### src/rtl/multiplier_result_capture.sv
// One lane of the checker: grabs the product and the cycle count on the
// first done seen while enabled, and ignores every later done.
module multiplier_result_capture #(
   parameter int WIDTH = 4,
   parameter int CNT_W = 7
) (
   input  logic                 clk,
   input  logic                 rst,
   input  logic                 clear,
   input  logic                 enable,
   input  logic [CNT_W-1:0]     cnt,
   input  logic [2*WIDTH-1:0]   product,
   input  logic                 productDone,
   output logic [2*WIDTH-1:0]   captured,
   output logic [CNT_W-1:0]     latency,
   output logic                 flag
);

   logic [2*WIDTH-1:0] capturedReg;
   logic [CNT_W-1:0]   latencyReg;
   logic               flagReg;

   // First-done capture; clear wipes the lane at the start of a new run.
   always_ff @(posedge clk) begin
      if (rst || clear) begin
         capturedReg <= '0;
         latencyReg  <= '0;
         flagReg     <= 1'b0;
      end else if (enable && productDone && !flagReg) begin
         capturedReg <= product;
         latencyReg  <= cnt;
         flagReg     <= 1'b1;
      end
   end

   assign captured = capturedReg;
   assign latency  = latencyReg;
   assign flag     = flagReg;

endmodule

### config.mk
export PLATFORM = sky130hd
export DESIGN_NAME = multiplier_result_capture
export DESIGN_NICKNAME = d
export VERILOG_FILES = /design/src/rtl/multiplier_result_capture.sv
export SDC_FILE = /design/constraint.sdc
export NUM_CORES = 1
export LEC_CHECK = 0
export ABC_AREA = 1
export CORE_AREA = 2 2 39 41
export CTS_CLUSTER_DIAMETER = 120
export DETAILED_ROUTE_END_ITERATION = 10
export DIE_AREA = 0 0 41 43
export DONT_BUFFER_PORTS = 1
export GPL_ROUTABILITY_DRIVEN = 0
export HOLD_SLACK_MARGIN = 0.1
export PLACE_DENSITY = 0.73
export RECOVER_POWER = 100
export REMOVE_ABC_BUFFERS = 1
export SETUP_SLACK_MARGIN = 0.2
export SLEW_MARGIN = 20
export SYNTH_ARGS = -nofsm -noshare
export SYNTH_HDL_FRONTEND = slang
export SYNTH_SLANG_ARGS = --single-unit
### constraint.sdc
create_clock -name clk -period 1.46 [get_ports clk]
set_input_delay 0.365 -clock clk [delete_from_list [all_inputs] [get_ports clk]]
set_output_delay 0.365 -clock clk [all_outputs]
set_load 0.005 [all_outputs]
**Word-level counts from Yosys, hierarchy flattened**

Cells that the tools add are included.

- Divide/modulo/power cells: 0
- Mux-type cells: 0
- $mul: 0
- $add $sub $neg: 0
- Eq/ne operators: 0
- Bitwise operators: 0
- Reductions and logical operators: 4
- Magnitude comparators: 0
- Shifts and indexed selects: 0

Operators with widths:

| operator | number |
|---|---|
| $logic_and A1 B1 Y1 | 2 |
| $logic_not A1 Y1 | 1 |
| $logic_or A1 B1 Y1 | 1 |

- RAM bits: 0
- Input bits: 20
- Latch bits: 0
- ROM bits: 0
- Register bits: 16
- Logic and storage cells: 7
- Memories kept: 0
- Output and inout bits: 16

**Logic depth before layout (Yosys ltp)**

- Word-level depth: 2
- Mapped depth: 6
- Mapped depth without buffers: 5

**Least setup slack after synthesis**

OpenSTA, ideal clock, no wires.

- Kind: input-to-reg
- From: input enable
- To: register capturedReg[0], in the netlist captured[0]
- Library setup time: 113 ps
- Cell stages on the path: 4
- Required time: 1347 ps
- Slack: 589 ps
- Path buffers: 1
- Arrival: 758 ps
- Path through: nand3_2 -> buf_4 -> nor2_1 -> nor2_1

- Longest elaborated chain between the ends: 2

Ends and longest elaborated chain:

| item | line | RTL |
|---|---|---|
| start, declared | 10 | `input logic enable,` |
| $logic_and A1 B1 Y1 (2 in a row) | 29 | `end else if (enable && productDone && !flagReg) begin` |
| end signal, assigned | 30 | `capturedReg <= product;` |
| end, declared | 19 | `logic [2*WIDTH-1:0] capturedReg;` |

Every way passes these cells.
A chain may end at the register's enable or synchronous reset.

**Worst setup path in the final report**

- From: register flagReg, in the netlist flag
- To: register latencyReg[0], in the netlist latency[0]

- Longest elaborated chain between the ends: 2

Ends and longest elaborated chain:

| item | line | RTL |
|---|---|---|
| start, declared | 21 | `logic flagReg;` |
| start signal, assigned | 28 | `flagReg <= 1'b0;` |
| start signal, assigned | 32 | `flagReg <= 1'b1;` |
| $logic_not A1 Y1 | 29 |  |
| $logic_and A1 B1 Y1 | 29 |  |
| end signal, assigned | 31 | `latencyReg <= cnt;` |
| end, declared | 20 | `logic [CNT_W-1:0] latencyReg;` |

Every way passes these cells.

==> reports/metrics.cfg <==
[clocking]
cts-root-buf = clkbuf_4
clk_pin_slew_ps = 80
cts_buffers = 3
post-cts-setup-buffers = 0
cts_tree = done
cts_resized = 0
htreeDepth = 1
postCtsHoldBufs = 0
clockBufferDepth = 2
insertion_delay_ps = 270
cts.sinks = 16

[timing]
holdWs_ps = 225
timing.final.hold_violations = 0
rsz0062_at_grt = false
setup-tns-final_ps = 0
finalSetupViolCount = 0
fin_skew_ps = 1.76
slew_headroom = 0.764
worst_pin_slew_ps = 353
finalCritPeriodShare = 0.723
fin_crit_ps = 1060
setup_slack_ps = 404
fmax_ghz = 0.947
slew_violations = 0

[placed_design]
port_buffers = 0
dp_hpwl_um = 853
dp_slack_ps = 430
place_inst = 114

[die]
die-area_um2 = 1760
die_h_um = 43
start_util = 0.491
coreArea_um2 = 1380
die-width_um = 41
rows = 14
pin_count = 36

[routing]
post_drt_wl_per_cell_um = 10.1
ant_nets = 0
vias = 523
viasPerCell = 4.47
remaining_drc_errors = 0
drt_iter0_markers = 5
finalWirelength_mm = 1.18
first_pass_iters = 4

[layout]
stdcell_count = 117
fillers = 137
antenna_cells = 0
fin_nets = 123
area_delta_synth_final_pct = 1.29
drive_gt1_frac = 0.0594

[synth]
ys_seq_area_frac = 0.471
yosysWarnings = 0
ys_types = 9
syn_area_um2 = 679
ys_ff_latch = 16
synth.avg_cell_area_um2 = 6.73
syn_inst = 101

[setup_path]
rr_endpoint = latency[0]
critPathRequiredTime_ps = 1630
cp.arrival_ps = 1230
crit_path_max_fanout = 31
r2r_cells = 6
crit_type = reg -> reg
r2r_start = flag
rrSetupSlack_ps = 400
worst_setup_path_start_kind = flip-flop
endpoint_kind = flip-flop

[outcome]
status = completed

[global_routing]
grt_overflow_total = 0
antenna_found_initial = 0
grt_pass1_vias = 461
grt_max_degree = 32
grt_pass1_wl_mm = 1.96
grt_use_total = 0.165

[hold_path]
hold_depth = 2
holdCritPathClass = in -> reg
hold_path_end = captured[4]
min_from = product[4]

[pwr]
total_leakage_power_nw = 0.368
ir_worst_vdd_v = 0.000478
powerDensity_nw_per_um2 = 1070

[flow_run]
maxCapViolCount = 0

how the worst max path moves through the flow:
| stage | start | to | slack (ps) | cells after the start |
|---|---|---|---|---|
| 2_1_floorplan | enable | captured[0] | 420 | 3 |
| 3_3_place_gp | flag | latency[2] | 460 | 6 |
| 3_5_place_dp | flag | latency[5] | 430 | 6 |
| 4_1_cts | flag | latency[5] | 410 | 6 |
| 5_1_grt | flag | captured[1] | 250 | 6 |
| 6_report | flag | latency[0] | 400 | 6 |
Yosys cell counts:
cell | instances | area share
buf_4 | 1 | 0.011
buf_6 | 3 | 0.050
dfxtp_1 | 16 | 0.47
inv_1 | 16 | 0.088
inv_2 | 1 | 0.0055
nand2_1 | 32 | 0.18
nand3_2 | 1 | 0.015
nor2_1 | 30 | 0.17
nor2_4 | 1 | 0.017
cell usage in the layout, fill, tap and decap left out, drive strengths merged:
cell type / count
buf: 1
clkbuf: 3
dfxtp: 16
inv: 17
nand2: 32
nand3: 1
nor2: 31
area by class of cell:
cell class | instances | area [µm²] | area share
multi-input combinational | 64 | 254 | 0.369
inverter | 17 | 63.8 | 0.0927
sequential | 16 | 320 | 0.465
timing repair buffer | 1 | 7.51 | 0.0109
clock buffer | 3 | 22.5 | 0.0327
tap | 16 | 20.0 | 0.0291
through the flow:
step	instance area, µm²	total power, mW	utilization
after floorplan	638	0.521	-
after global placement	666	0.532	0.481
after detailed placement	666	0.535	0.481
after CTS	688	0.752	0.497
after global routing	688	0.790	0.497
final	688	0.739	0.497
logic make-up (layout without fill, tap and decap cells):
| family | count (synthesis) | after routing | synth area share |
|---|---|---|---|
| AND/OR/NAND/NOR | 64 | 64 | 0.374 |
| buffers and inverters | 21 | 21 | 0.155 |
| flip-flops | 16 | 16 | 0.471 |
metal layers:
metal  track usage  vias to the layer above  wire length, µm
met4         0.133                        0               17
met2         0.216                       19              564
met1         0.209                      219              507
met5             0                        -                0
met3        0.0576                        2               87
li1              -                      283                -
state kept, by name, summed over array words and instances, names as in the netlist:
name and count:
flag 1, captured 8, latency 7
power by group:
| part | internal (mW) | switching (mW) |
|---|---|---|
| sequential | 0.451 | 0.0107 |
| combinational | 0.0212 | 0.0405 |
| clock | 0.0954 | 0.120 |
| total | 0.568 | 0.171 |
critical path, stage by stage (launching register included):
cell and delay (ps):
dfxtp_1 350, inv_1 70, nand3_2 60, buf_4 280, nand2_1 90, nand2_1 60
nor2_1 40
No activity file was read; power rests on OpenSTA's default activity.
